[config.mk]
export PLATFORM = sky130hd
export DESIGN_NAME = sync_debouncer
export DESIGN_NICKNAME = d
export VERILOG_FILES = /design/src/rtl/debounce_pkg.sv /design/src/rtl/sync_chain.sv /design/src/rtl/sync_debouncer.sv
export SDC_FILE = /design/constraint.sdc
export NUM_CORES = 1
export LEC_CHECK = 0
export CORE_ASPECT_RATIO = 1.1
export CORE_UTILIZATION = 25
export CTS_BUF_LIST = sky130_fd_sc_hd__clkbuf_16
export DETAILED_ROUTE_END_ITERATION = 12
export DONT_BUFFER_PORTS = 1
export PLACE_DENSITY = 0.47
export SLEW_MARGIN = 20
export SYNTH_ARGS = -nofsm -noshare
export SYNTH_HDL_FRONTEND = slang
export SYNTH_SLANG_ARGS = --single-unit
[constraint.sdc]
create_clock -name clk -period 1.45 [get_ports clk]
set_input_delay 0.3625 -clock clk [delete_from_list [all_inputs] [get_ports clk]]
set_output_delay 0.3625 -clock clk [all_outputs]
set_load 0.02 [all_outputs]
[src/rtl/debounce_pkg.sv]
// Shared constants for the synchroniser/debouncer slice: FSM encodings (bit1 = debounced level)
// and default sizing.
package debounce_pkg;

   localparam logic [1:0] ST_STABLE_LO = 2'b00;
   localparam logic [1:0] ST_PEND_HI   = 2'b01;
   localparam logic [1:0] ST_STABLE_HI = 2'b11;
   localparam logic [1:0] ST_PEND_LO   = 2'b10;

   localparam int unsigned DEF_SYNC_STAGES     = 2;
   localparam int unsigned DEF_DEBOUNCE_CYCLES = 16;

   function automatic logic [1:0] stable_st(input logic lvl);
      return lvl ? ST_STABLE_HI : ST_STABLE_LO;
   endfunction

   function automatic logic [1:0] pend_st(input logic lvl);
      return lvl ? ST_PEND_HI : ST_PEND_LO;
   endfunction

endpackage

[src/rtl/sync_chain.sv]
// Generic N-flop synchroniser with asynchronous active-low reset to a configurable level.
module sync_chain #(
   parameter int unsigned STAGES  = 2,
   parameter logic        RST_VAL = 1'b0
) (
   input  logic clk,
   input  logic rst,
   input  logic d,
   output logic q
);

   logic [STAGES-1:0] ff_q;

   always_ff @(posedge clk or negedge rst) begin
      if (!rst) begin
         ff_q <= {STAGES{RST_VAL}};
      end else begin
         ff_q <= {ff_q[STAGES-2:0], d};
      end
   end

   assign q = ff_q[STAGES-1];

endmodule

[src/rtl/sync_debouncer.sv]
// Synchronises a raw bouncy input and accepts a new level only after DEBOUNCE_CYCLES stable samples.
// Optional rejected-transition counter enabled by defining SYNC_DEBOUNCE_GLITCH_CNT_EN.
module sync_debouncer
   import debounce_pkg::*;
#(
   parameter int unsigned SYNC_STAGES     = DEF_SYNC_STAGES,
   parameter int unsigned DEBOUNCE_CYCLES = DEF_DEBOUNCE_CYCLES,
   parameter logic        RST_LEVEL       = 1'b0
`ifdef SYNC_DEBOUNCE_GLITCH_CNT_EN
   ,
   parameter int unsigned GLITCH_W        = 8
`endif
) (
   input  logic                clk,
   input  logic                rst,
   input  logic                din,
   output logic                dout,
   output logic                busy
`ifdef SYNC_DEBOUNCE_GLITCH_CNT_EN
   ,
   output logic [GLITCH_W-1:0] glitch_cnt
`endif
);

   localparam int unsigned CNT_W = $clog2(DEBOUNCE_CYCLES + 1);

   logic             s;
   logic [1:0]       state_q, state_d;
   logic [CNT_W-1:0] cnt_q, cnt_d;
   logic             busy_q;
   logic             abort;

   sync_chain #(
      .STAGES (SYNC_STAGES),
      .RST_VAL(RST_LEVEL)
   ) u_sync (
      .clk(clk),
      .rst(rst),
      .d  (din),
      .q  (s)
   );

   always_comb begin
      state_d = state_q;
      cnt_d   = cnt_q;
      abort   = 1'b0;
      unique case (state_q)
         ST_STABLE_LO, ST_STABLE_HI: begin
            cnt_d = '0;
            if (s != state_q[1]) begin
               if (DEBOUNCE_CYCLES == 1) begin
                  state_d = stable_st(s);
               end else begin
                  state_d = pend_st(s);
                  cnt_d   = CNT_W'(1);
               end
            end
         end
         ST_PEND_HI, ST_PEND_LO: begin
            // Candidate level is the complement of the current (still held) output level.
            if (s != state_q[1]) begin
               if (cnt_q == CNT_W'(DEBOUNCE_CYCLES - 1)) begin
                  state_d = stable_st(s);
                  cnt_d   = '0;
               end else begin
                  cnt_d = CNT_W'(cnt_q + 1'b1);
               end
            end else begin
               state_d = stable_st(state_q[1]);
               cnt_d   = '0;
               abort   = 1'b1;
            end
         end
      endcase
   end

   always_ff @(posedge clk or negedge rst) begin
      if (!rst) begin
         state_q <= stable_st(RST_LEVEL);
         cnt_q   <= '0;
         busy_q  <= 1'b0;
      end else begin
         state_q <= state_d;
         cnt_q   <= cnt_d;
         busy_q  <= state_d[1] ^ state_d[0];
      end
   end

   assign dout = state_q[1];
   assign busy = busy_q;

`ifdef SYNC_DEBOUNCE_GLITCH_CNT_EN
   logic [GLITCH_W-1:0] glitch_q;

   always_ff @(posedge clk or negedge rst) begin
      if (!rst) begin
         glitch_q <= '0;
      end else if (abort && (glitch_q != {GLITCH_W{1'b1}})) begin
         glitch_q <= glitch_q + 1'b1;
      end
   end

   assign glitch_cnt = glitch_q;
`else
   logic unused_abort;
   assign unused_abort = abort;
`endif

endmodule

# Word level (Yosys, flattened, before mapping)
# Index checks and enable logic that the tools add are counted.
# W data, S select, Z words.
# word_totals
register_bits	10
input_bits	3
# op_classes
addsub	1
eq_ne	5
muxes	11
bitwise_logic	1
reduce_logical	3
# ops
cell	count
$mux W2	6
$mux W5	2
$pmux W5 S2	1
$add A5 B1 Y5 const B	1
$eq A5 B4 Y1 const B	1
$eq A2 B2 Y1 const B	2
$pmux W2 S2	1
$reduce_or A2 Y1	2
$eq A2 B1 Y1 const B	1
$logic_not A2 Y1	1
$mux W1	1
$ne A1 B1 Y1	1
$xor A1 B1 Y1	1

# Logic depth before layout (Yosys ltp)
# logic_depth
word_depth	5
mapped_depth	6

# Modules after synthesis
# From an unflattened synthesis, not the netlist that was laid out.
# hier_totals
cells_unflattened	52
hier_area_um2	510.5
# modules_own_cells
module	instances	cells_per_inst	area_per_inst_um2
sync_debouncer	1	50	460.4
sync_chain	1	2	50.0

# Worst setup path after synthesis
# OpenSTA, ideal clock, no wires.
# synth_path
kind	register -> register
startpoint	register state_q[1]
endpoint	register state_q[0]
setup_ps	119
t_arrival_ps	1392
t_required_ps	1331
slack_ps	-61
path_stages_with_launch	7
n_path_buf	1
period_less_slack_ps	1511
path_cell_list	dfrtp_1 -> ha_1 -> buf_2 -> o21a_1 -> a21oi_1 -> a21oi_1 -> o21a_1
# synth_between
elab_chain_cells	3
elab_cells_between_ends	11
classes_between	eq/ne: 4; mux: 4; reduce/logical: 3
# synth_lines
item	line	source
start, declared	sync_debouncer.sv:28	logic [1:0] state_q, state_d;
start signal, assigned	sync_debouncer.sv:79	state_q <= stable_st(RST_LEVEL);
start signal, assigned	sync_debouncer.sv:83	state_q <= state_d;
$eq A2 B1 Y1, or another cell as far along	n/a	
$reduce_or A2 Y1, or another cell as far along	sync_debouncer.sv:47	unique case (state_q)
$pmux W2 S2 *	sync_debouncer.sv:47	
net state_d[0]	sync_debouncer.sv:28	
# The timed path passes the listed nets; every way through them passes the cells marked *.

# Final worst setup path
# layout_path
startpoint	register cnt_q[0]
endpoint	register busy_q, in the netlist busy
# layout_between
elab_chain_cells	5
# layout_lines
item	line	source
start, declared	sync_debouncer.sv:29	logic [CNT_W-1:0] cnt_q, cnt_d;
start signal, assigned	sync_debouncer.sv:84	cnt_q <= cnt_d;
$eq A5 B4 Y1	sync_debouncer.sv:62	if (cnt_q == CNT_W'(DEBOUNCE_CYCLES - 1)) begin
$mux W2	sync_debouncer.sv:62	
$mux W2	sync_debouncer.sv:61	if (s != state_q[1]) begin
$pmux W2 S2	sync_debouncer.sv:47	
$xor A1 B1 Y1	sync_debouncer.sv:85	busy_q <= state_d[1] ^ state_d[0];
end signal, assigned	sync_debouncer.sv:85	
end, declared	sync_debouncer.sv:30	logic busy_q;
# No other way between the ends.

==> flow_summary.json <==
{
  "fin_ws_ps": 64.6,
  "syn_to_final_growth_pct": 34.3,
  "crit_type": "reg -> reg",
  "cts_tree": "built",
  "grt_overflow": 0,
  "worst_ir_drop_vdd_mv": 0.775,
  "slew_headroom_pct": 69.6,
  "grt_max_degree": 11,
  "cts.sinks": 10,
  "grt_usage_pct": 11.0,
  "final-max-slew-violation-count": 0,
  "synthSimpleGateAreaFrac_pct": 23.8,
  "min_path_cells": 0,
  "nNetsFinal": 65,
  "fmax_mhz": 722,
  "syn_inst": 52,
  "hold_start": "din",
  "ys_seq_area_share_pct": 49.0,
  "crit_fanout": 6,
  "tightestPinTransition_ps": 455,
  "met2_usage_pct": 15.5,
  "vias": 383,
  "drtIter0Drc": 7,
  "grt_pass1_wl_mm": 1.73,
  "n_antenna_cell": 0,
  "drc": 0,
  "end_kind": "register",
  "grt.busiest_layer": "met2",
  "start_util_pct": 27.7,
  "synth-xor-area-share_pct": 5.15,
  "min-delay-path-class": "in -> reg",
  "drt-wirelength-per-cell_um": 12.6,
  "rr_endpoint": "busy",
  "dieHeight_um": 49.4,
  "numPortBuffers": 0,
  "tns_ps": 0,
  "die_w_um": 45.1,
  "dp_hpwl_um": 619,
  "dieArea_um2": 2230,
  "wl_mm": 1.08,
  "path_buf_inv": 0,
  "clkTransAtPathRegs_ps": 40,
  "crit_required_ps": 1560,
  "synth_compound_area_share_pct": 14.2,
  "yosys.area_share.adder_pct": 4.90,
  "grt_antenna_before_repair": 0,
  "yosys_warnings": 0,
  "status": "finished, final reports clean",
  "htreeDepth": 1,
  "grt_use_met3_pct": 8.15,
  "ys_top_cells_by_area": "dfrtp_1 49%, nand2_1 5.1%, ha_1 4.9%",
  "design.core.area_um2": 1840,
  "max_stage_delay_ps": 400,
  "worst_skew_pair.late_latency_ps": 240,
  "arrival_ps": 1500,
  "path_cells": "ha_4 -> and4b_4 -> o21ai_0 -> a32oi_1 -> nand4_1",
  "p_per_area_nw_per_um2": 1770,
  "cp_top_family": "flip-flops",
  "io_pins": 5,
  "synth_cell_type_count": 22,
  "critPathLaunchType": "register",
  "p_leak_nw": 0.284,
  "avgViaCountPerCell": 4.45,
  "hold_viol": 0,
  "grt_pass1_vias": 379,
  "synth_top_family_by_area": "simple AND/OR/NAND/NOR gates",
  "ff2ff_path_depth": 5,
  "ant_nets": 0,
  "fin_crit_sh_pct": 95.5,
  "grt.met1_usage_pct": 12.9,
  "drtPass1Iterations": 4,
  "finalSetupViolCount": 0,
  "critPathSlowestCell": "dfrtp_1",
  "min_period_ps": 1390,
  "syn_area_um2": 510,
  "r2r_slack_ps": 60,
  "row_count": 16,
  "fill_cells": 199,
  "pre_cts_ws_ps": 45.0,
  "syn_area_per_cell_um2": 9.82,
  "yosysTopAreaCellShare_pct": 49.0,
  "worstHoldEndpoint": "u_sync.ff_q[0]",
  "routabilityCongestion": 0.803,
  "finClkSkew_ps": 1.67,
  "cts_buffers": 3,
  "cts_root_buf": "clkbuf_16",
  "cap_violations": 0,
  "synth.area.mux_share_pct": 0,
  "ys_ff_latch": 10,
  "drive_above_1_share_pct": 23.7,
  "reg2reg_from": "cnt_q[0]",
  "yosys.area.top_type": "dfrtp_1",
  "clk_path_buf_depth": 2,
  "synth_nets": 57
}
## placed cells by master (no fill, tap or decap)
cell,Yosys,final
dfrtp_2,0,1
xnor2_1,1,1
nor3_1,2,2
nor2_1,4,4
and4b_4,1,1
clkbuf_16,0,3
nand4b_1,1,1
nor3b_1,1,1
ha_4,0,2
a21oi_1,3,2
nand3_1,3,3
and2_1,1,1
nor2b_1,1,1
a32oi_1,1,1
nand4_1,2,2
nand2_1,7,7
dlygate4sd3_1,0,1
a21o_1,1,1
o21a_1,2,2
a21oi_2,0,1
o21ai_2,1,1
o21bai_1,1,1
o21ai_0,2,2
clkinv_1,0,1
xor2_1,2,2
buf_4,0,5
dfrtp_1,10,9
## synth_stat cells, drive strengths merged
library cell   n
nor3           2
a21o           1
xor2           2
nand4          2
o21bai         1
nor2b          1
ha             2
o21ai          3
and4b          1
nor3b          1
dfrtp         10
xnor2          1
and2           1
nand2          7
a32oi          1
buf            3
a21oi          3
o21a           2
nand3          3
nor2           4
nand4b         1
## registers in the layout, summed over array words and instances, names as in the netlist
register	count
busy	1
cnt_q	5
state_q	2
u_sync.ff_q	2
## area by class of cell
| class | instances | area [µm²] | share of cell area, % |
|---|---|---|---|
| clock buffer | 3 | 75.1 | 10.9 |
| timing repair buffer | 6 | 47.5 | 6.93 |
| tap | 27 | 33.8 | 4.93 |
| sequential | 10 | 251 | 36.7 |
| multi-input combinational | 39 | 274 | 40.0 |
| clock inverter | 1 | 3.75 | 0.547 |
## metal layers
layer  vias to the layer above  share of wire, %
li1                        198                 -
met1                       179                44
met2                         6                49
met3                         0               6.2
met4                         0                 0
met5                         -                 0
## report_power, final
part / internal, mW / total (mW) / switching (mW)
clock: 0.362 / 0.491 / 0.130
combinational: 0.181 / 0.341 / 0.160
sequential: 0.324 / 0.381 / 0.0563
total: 0.867 / 1.21 / 0.347
## metrics by stage
| stage | hold WS [ps] | total power, mW | cell area, µm² | util (%) | instances |
|---|---|---|---|---|---|
| 2_1_floorplan | 66.9 | 0.599 | 534 | - | 52 |
| 6_report | 154 | 1.21 | 686 | 37.2 | 86 |
| 3_5_place_dp | 67.2 | 0.646 | 562 | 30.5 | 78 |
| 4_1_cts | 150 | 1.15 | 651 | 35.3 | 83 |
| 5_1_grt | 147 | 1.28 | 686 | 37.2 | 86 |
| 3_3_place_gp | 67.2 | 0.654 | 562 | 30.5 | 78 |
## cells by family after synthesis
kind of cell / after synthesis
and+or+nand+nor: 23
AOI/OAI and AO/OA: 11
DFF: 10
xor gates and xnor gates: 3
buffers and inverters: 3
adders and majority gates: 2
## what timing repair did
action | CTS | global route
buffers inserted | 0 | 3
hold buffers | 1 | 0
endpoints found under the setup margin | 0 | 1
resized for setup | 0 | 2
endpoints found under the hold margin | 10 | 0
## worst max-delay path by stage
stage | depth (start not counted) | end | slack (ps) | start
after floorplan | 6 | state_q[0] | 50 | state_q[1]
after global placement | 5 | busy | 70 | cnt_q[0]
after detailed placement | 5 | busy | 40 | cnt_q[0]
after CTS | 5 | busy | 20 | cnt_q[0]
after global routing | 5 | busy | -20 | cnt_q[0]
final | 5 | busy | 60 | cnt_q[0]
No activity file was read; power rests on OpenSTA's default activity.
